### config.mk
export PLATFORM = sky130hd
export DESIGN_NAME = instr_parcel_issue_flat
export DESIGN_NICKNAME = d
export VERILOG_FILES = /design/src/rtl/instr_parcel_issue_if.sv /design/src/rtl/instr_parcel_issue.sv /design/src/flat_wrapper.sv
export SDC_FILE = /design/constraint.sdc
export NUM_CORES = 1
export LEC_CHECK = 0
export CORE_ASPECT_RATIO = 1.1
export CORE_MARGIN = 3
export CORE_UTILIZATION = 50
export CTS_BUF_LIST = sky130_fd_sc_hd__clkbuf_16
export DETAILED_ROUTE_END_ITERATION = 6
export DONT_BUFFER_PORTS = 1
export HOLD_SLACK_MARGIN = 0.15
export SLEW_MARGIN = 25
export SYNTH_ARGS = -nofsm -noshare
export SYNTH_HDL_FRONTEND = slang
export SYNTH_SLANG_ARGS = --single-unit
export TNS_END_PERCENT = 1
### constraint.sdc
create_clock -name clk -period 9.65 [get_ports clk]
set_input_delay 0.965 -clock clk [delete_from_list [all_inputs] [get_ports clk]]
set_output_delay 0.965 -clock clk [all_outputs]
set_load 0.005 [all_outputs]
### src/rtl/instr_parcel_issue_if.sv
// Instruction word / decoded-instruction handshake bundle
// between the instruction buffers, the parcel splitter and issue.
interface instr_parcel_issue_if #(
  parameter int PADDR_W = 22
);
  logic               i_word_valid;
  logic [63:0]        i_word;
  logic               o_word_ready;
  logic               i_flush;
  logic [PADDR_W-1:0] i_flush_paddr;
  logic               o_valid;
  logic               i_issue;
  logic [6:0]         o_instr;
  logic [2:0]         o_cip_i;
  logic [2:0]         o_cip_j;
  logic [2:0]         o_cip_k;
  logic [15:0]        o_lip;
  logic               o_two_parcel;
  logic [PADDR_W-1:0] o_paddr;

  modport master (
    output i_word_valid, i_word, i_flush,
    output i_flush_paddr, i_issue,
    input  o_word_ready, o_valid, o_instr,
    input  o_cip_i, o_cip_j, o_cip_k,
    input  o_lip, o_two_parcel, o_paddr
  );

  modport slave (
    input  i_word_valid, i_word, i_flush,
    input  i_flush_paddr, i_issue,
    output o_word_ready, o_valid, o_instr,
    output o_cip_i, o_cip_j, o_cip_k,
    output o_lip, o_two_parcel, o_paddr
  );
endinterface

### src/rtl/instr_parcel_issue.sv
// Splits 64-bit instruction words into 1/2-parcel instructions,
// reassembling 2-parcel instructions that straddle a word boundary.
module instr_parcel_issue #(
  parameter int PADDR_W = 22
) (
  input logic                 clk,
  input logic                 rst,
  instr_parcel_issue_if.slave bus
);
  typedef enum logic [1:0] {
    EMPTY,
    RUN,
    SPLIT
  } state_t;

  state_t             state;
  logic [63:0]        cur_word;
  logic               buf_valid;
  logic [1:0]         ptr;
  logic [15:0]        saved;
  logic [PADDR_W-1:0] pc;

  logic               valid_q;
  logic [6:0]         instr_q;
  logic [2:0]         i_q;
  logic [2:0]         j_q;
  logic [2:0]         k_q;
  logic [15:0]        lip_q;
  logic               two_q;
  logic [PADDR_W-1:0] paddr_q;

  logic [1:0]  nxt_ptr;
  logic [15:0] cur_p;
  logic [15:0] nxt_p;
  logic [15:0] e_p;
  logic [15:0] e_lip;
  logic        e_two;
  logic        cur_two;
  logic        adv;
  logic        split_go;
  logic        leave;
  logic        emit;
  logic        ready;
  logic        accept;

  // gh 006,007,010-017,020,021,040,041,100-137
  function automatic logic two_op(
    input logic [6:0] gh
  );
    return gh[6:5] == 2'b10
      || gh[6:3] == 4'b0001
      || gh[6:1] == 6'b000011
      || gh[6:1] == 6'b001000
      || gh[6:1] == 6'b010000;
  endfunction

  assign nxt_ptr  = ptr + 2'd1;
  assign cur_p    = cur_word[{~ptr, 4'h0} +: 16];
  assign nxt_p    = cur_word[{~nxt_ptr, 4'h0} +: 16];
  assign cur_two  = two_op(cur_p[15:9]);
  assign adv      = !valid_q || bus.i_issue;
  assign split_go = state == RUN && cur_two
                 && ptr == 2'd3;
  assign leave    = state == RUN && adv
                 && (ptr == 2'd3
                 || (cur_two && ptr == 2'd2));
  assign emit     = adv
                 && ((state == RUN && !split_go)
                 || (state == SPLIT && buf_valid));
  assign ready    = !rst && !bus.i_flush
                 && (state == EMPTY || leave
                 || (state == SPLIT && !buf_valid));
  assign accept   = bus.i_word_valid && ready;

  always_comb begin
    e_p   = cur_p;
    e_lip = cur_two ? nxt_p : 16'h0;
    e_two = cur_two;
    if (state == SPLIT) begin
      e_p   = saved;
      e_lip = cur_word[63:48];
      e_two = 1'b1;
    end
  end

  always_ff @(posedge clk) begin
    if (rst) begin
      state     <= EMPTY;
      cur_word  <= '0;
      buf_valid <= 1'b0;
      ptr       <= 2'd0;
      saved     <= '0;
      pc        <= '0;
      valid_q   <= 1'b0;
      instr_q   <= '0;
      i_q       <= '0;
      j_q       <= '0;
      k_q       <= '0;
      lip_q     <= '0;
      two_q     <= 1'b0;
      paddr_q   <= '0;
    end else if (bus.i_flush) begin
      state     <= EMPTY;
      buf_valid <= 1'b0;
      valid_q   <= 1'b0;
      ptr       <= bus.i_flush_paddr[1:0];
      pc        <= bus.i_flush_paddr;
    end else begin
      if (accept) begin
        cur_word  <= bus.i_word;
        buf_valid <= 1'b1;
      end
      if (adv)
        valid_q <= emit;
      if (emit) begin
        instr_q <= e_p[15:9];
        i_q     <= e_p[8:6];
        j_q     <= e_p[5:3];
        k_q     <= e_p[2:0];
        lip_q   <= e_lip;
        two_q   <= e_two;
        paddr_q <= pc;
        pc      <= pc + (e_two ? PADDR_W'(2)
                               : PADDR_W'(1));
        ptr     <= (state == SPLIT) ? 2'd1
                 : ptr + (cur_two ? 2'd2 : 2'd1);
      end
      unique case (state)
        EMPTY: if (accept) state <= RUN;
        RUN: if (adv) begin
          // the upper half waits here for m
          if (split_go) begin
            saved <= cur_p;
            state <= SPLIT;
          end else if (leave && !accept) begin
            state <= EMPTY;
          end
          if (leave && !accept)
            buf_valid <= 1'b0;
        end
        SPLIT: if (emit) state <= RUN;
        default: state <= EMPTY;
      endcase
    end
  end

  assign bus.o_word_ready = ready;
  assign bus.o_valid      = valid_q;
  assign bus.o_instr      = instr_q;
  assign bus.o_cip_i      = i_q;
  assign bus.o_cip_j      = j_q;
  assign bus.o_cip_k      = k_q;
  assign bus.o_lip        = lip_q;
  assign bus.o_two_parcel = two_q;
  assign bus.o_paddr      = paddr_q;
endmodule
### src/flat_wrapper.sv
// flat-port wrapper written by rule: the top's interface ports become plain ports
module instr_parcel_issue_flat 
#(
  parameter int PADDR_W = 22
)
  (clk, rst, bus_i_word_valid, bus_i_word, bus_i_flush, bus_i_flush_paddr, bus_i_issue, bus_o_word_ready, bus_o_valid, bus_o_instr, bus_o_cip_i, bus_o_cip_j, bus_o_cip_k, bus_o_lip, bus_o_two_parcel, bus_o_paddr);
  instr_parcel_issue_if #(.PADDR_W(PADDR_W)) bus_i ();
  input logic clk;
  input logic rst;
  input wire logic [$bits(bus_i.i_word_valid)-1:0] bus_i_word_valid;
  input wire logic [$bits(bus_i.i_word)-1:0] bus_i_word;
  input wire logic [$bits(bus_i.i_flush)-1:0] bus_i_flush;
  input wire logic [$bits(bus_i.i_flush_paddr)-1:0] bus_i_flush_paddr;
  input wire logic [$bits(bus_i.i_issue)-1:0] bus_i_issue;
  output wire logic [$bits(bus_i.o_word_ready)-1:0] bus_o_word_ready;
  output wire logic [$bits(bus_i.o_valid)-1:0] bus_o_valid;
  output wire logic [$bits(bus_i.o_instr)-1:0] bus_o_instr;
  output wire logic [$bits(bus_i.o_cip_i)-1:0] bus_o_cip_i;
  output wire logic [$bits(bus_i.o_cip_j)-1:0] bus_o_cip_j;
  output wire logic [$bits(bus_i.o_cip_k)-1:0] bus_o_cip_k;
  output wire logic [$bits(bus_i.o_lip)-1:0] bus_o_lip;
  output wire logic [$bits(bus_i.o_two_parcel)-1:0] bus_o_two_parcel;
  output wire logic [$bits(bus_i.o_paddr)-1:0] bus_o_paddr;
  assign bus_i.i_word_valid = bus_i_word_valid;
  assign bus_i.i_word = bus_i_word;
  assign bus_i.i_flush = bus_i_flush;
  assign bus_i.i_flush_paddr = bus_i_flush_paddr;
  assign bus_i.i_issue = bus_i_issue;
  assign bus_o_word_ready = bus_i.o_word_ready;
  assign bus_o_valid = bus_i.o_valid;
  assign bus_o_instr = bus_i.o_instr;
  assign bus_o_cip_i = bus_i.o_cip_i;
  assign bus_o_cip_j = bus_i.o_cip_j;
  assign bus_o_cip_k = bus_i.o_cip_k;
  assign bus_o_lip = bus_i.o_lip;
  assign bus_o_two_parcel = bus_i.o_two_parcel;
  assign bus_o_paddr = bus_i.o_paddr;
  instr_parcel_issue #(.PADDR_W(PADDR_W)) u_core (.clk(clk), .rst(rst), .bus(bus_i));
endmodule
==> results.json <==
{
  "via_per_inst": 6.647,
  "dpl.hpwl_mm": 14.07,
  "synthesis.instances": 880,
  "ys_ff_latch": 163,
  "synthFlopType": "dfxtp_1",
  "clockBufferDepth": 2,
  "die-area_um2": 17390,
  "rsz0062_at_grt": "no",
  "cts_buffers": 17,
  "hold_class": "flop to flop",
  "cp_num_buf_inv": 1,
  "wire_per_inst_um": 20.76,
  "violations": "design-rule violations",
  "wl_met2_mm": 10.16,
  "regArea_um2": 3268,
  "synth.yosys.warnings": 0,
  "cp_slowest_cell": "dfxtp_2",
  "drc_errors": 1,
  "clock_latency_ps": 420,
  "fin_util_pct": 55.45,
  "finalPower_mw": 1.532,
  "outcome": "complete, but fails checks",
  "routed.top_layer": "met4",
  "drive_gt1_share_pct": 9.379,
  "grt_max_degree": 163,
  "vdd_drop_max_mv": 0.1494,
  "timing.setup.tns_ps": 0,
  "stdcell_count": 1017,
  "cp_data_arrival_time_ps": 4440,
  "vias": 6760,
  "yosysTopAreaCell": "dfxtp_1",
  "critical_path_class": "flop to flop",
  "firstDrtPassIters": 7,
  "p_leak_nw": 2.854,
  "final_nets": 905,
  "io_pins": 148,
  "cp_top_family": "simple AND/OR/NAND/NOR gates",
  "ys_types": 52,
  "die_w_um": 126.0,
  "portBuffers": 0,
  "path_clk_slew_ps": 60,
  "multi_input_area_um2": 4237,
  "n_fill_cell": 1441,
  "cts_tree": "yes",
  "die_h_um": 138.0,
  "hold_buffers": 0,
  "track_usage_pct": 23.72,
  "place.gp.congestion": 0.8268,
  "cp_slowest_stage_delay_ps": 750,
  "htreeDepth": 4,
  "cp.required_ps": 9980,
  "grt_pass1_vias": 6429,
  "hold_viol": 0,
  "area_growth_pct": 7.012,
  "fin_crit_sh_pct": 42.59,
  "synth_top_area_share_pct": 41.19,
  "antenna_left": 0,
  "tightest_slew_ps": 1001,
  "wl_met1_mm": 9.151,
  "cts_root_buf": "clkbuf_16",
  "relSlewSlack_pct": 33.24,
  "async_reset_ff_share_pct": 0,
  "synth_edf_count": 0,
  "antenna_cells": 0,
  "core_area_um2": 15290,
  "final_common_cell": "dfxtp_1",
  "slew_viol_final": 0,
  "power.density_nw_per_um2": 180.7,
  "synth_fp_nets": 977,
  "finClkSkew_ps": 10.84,
  "max_freq_mhz": 243.3,
  "final_cell_mix": "dfxtp_1, a21oi_1, nand3_1, o21ai_0, a311oi_1",
  "grt_pass1_wl_mm": 33.93,
  "grt_overflow": 0,
  "cp-end-kind": "flop",
  "drt-total-wl_mm": 21.12,
  "yosysSeqAreaShare_pct": 41.19,
  "cts_resized": 0,
  "ys_top_cells_by_area": "dfxtp_1, mux4_2, a21oi_1",
  "start_util_pct": 51.82,
  "avgSynthCellArea_um2": 9.003,
  "syn_area_um2": 7923,
  "antenna_found_initial": 0,
  "dp_cells": 984,
  "first_iter_violations": 498,
  "start_kind": "flop",
  "clock_sinks": 163,
  "setup_viol": 0,
  "num_rows": 47,
  "path_max_fanout": 20,
  "fin_crit_ps": 4110,
  "drv_cap": 0,
  "cp_cell_sequence": "mux4_2 > a211o_1 > nand3_1 > nand2_1 > nor2_1 > ha_1 > fa_1 > inv_1 > or4_1 > a311oi_1",
  "cts_setup_buffers": 0,
  "dr_wl_met3_mm": 1.493
}
[cells by family after synthesis]
group                    after synthesis  share of synthesized area, %
AO/OA/AOI/OAI                        329                         25.66
adder cells (fa/ha/maj)                6                         1.042
buffers and inverters                114                         5.891
flip-flops                           163                         41.19
multiplexers                          65                         13.28
AND/OR/NAND/NOR                      203                         12.93
[metrics by stage]
step,setup slack (ps),area [um2],hold WS (ps)
after detailed placement,5493,7846,469.3
after floorplan,6246,7923,450.3
after global routing,5233,8478,494.6
final,5540,8478,483.0
after global placement,5317,7840,460.0
after CTS,5467,8448,478.2
[synthesized netlist by cell type (14+ instances only)]
cell type / n
buf_2: 19
nand2_1: 14
a22oi_1: 16
o21ai_0: 85
nor2_1: 44
mux2i_1: 32
a311oi_1: 51
clkbuf_1: 72
nand3_1: 94
dfxtp_1: 163
inv_1: 15
a21oi_1: 125
mux4_2: 32
[sequential cells by signal (all words and copies together) (netlist names)]
| name | cells |
|---|---|
| u_core.bus.o_cip_k | 3 |
| u_core.cur_word | 64 |
| u_core.bus.o_two_parcel | 1 |
| u_core.pc | 22 |
| u_core.saved | 16 |
| u_core.bus.o_cip_i | 3 |
| u_core.bus.o_paddr | 22 |
| u_core.bus.o_instr | 7 |
| u_core.bus.o_lip | 16 |
| u_core.ptr | 2 |
| u_core.bus.o_valid | 1 |
| u_core.state | 2 |
| u_core.bus.o_cip_j | 3 |
| u_core.buf_valid | 1 |
[power by group]
part | internal (mW) | switching (mW)
clock network | 0.426 | 0.265
logic | 0.0491 | 0.0667
registers | 0.695 | 0.0302
total | 1.17 | 0.362
[path summary, 6_finish.rpt]
| check | slack [ps] | from | depth (start not counted) | end |
|---|---|---|---|---|
| hold / removal | 480 | u_core.cur_word[7] | 2 | u_core.cur_word[7] |
| hold reg to reg | 480 | u_core.cur_word[7] | 2 | u_core.cur_word[7] |
| setup / recovery | 5540 | u_core.ptr[1] | 10 | u_core.pc[14] |
| setup reg to reg | 5540 | u_core.ptr[1] | 10 | u_core.pc[14] |
[per-layer routing]
| metal | vias to the layer above | global-route usage, % |
|---|---|---|
| li1 | 3230 | - |
| met1 | 3279 | 31.94 |
| met2 | 234 | 37.24 |
| met3 | 17 | 7.060 |
| met4 | 0 | 6.832 |
| met5 | - | 0 |
[final cells by class]
type | instances | area share [%]
Clock buffer | 17 | 5.018
Inverter | 16 | 0.7231
Multi-Input combinational cell | 603 | 49.97
Sequential cell | 163 | 38.55
Timing Repair Buffer | 7 | 0.7674
Clock inverter | 15 | 2.081
Tap cell | 196 | 2.893
[tightest hold or removal path, delay by kind of cell (launching register included)]
| kind | cells | cell delay, ps |
|---|---|---|
| simple gates | 1 | 70 |
| flops | 1 | 320 |
| compound gates | 1 | 50 |
(Power assumes the default switching activity.)
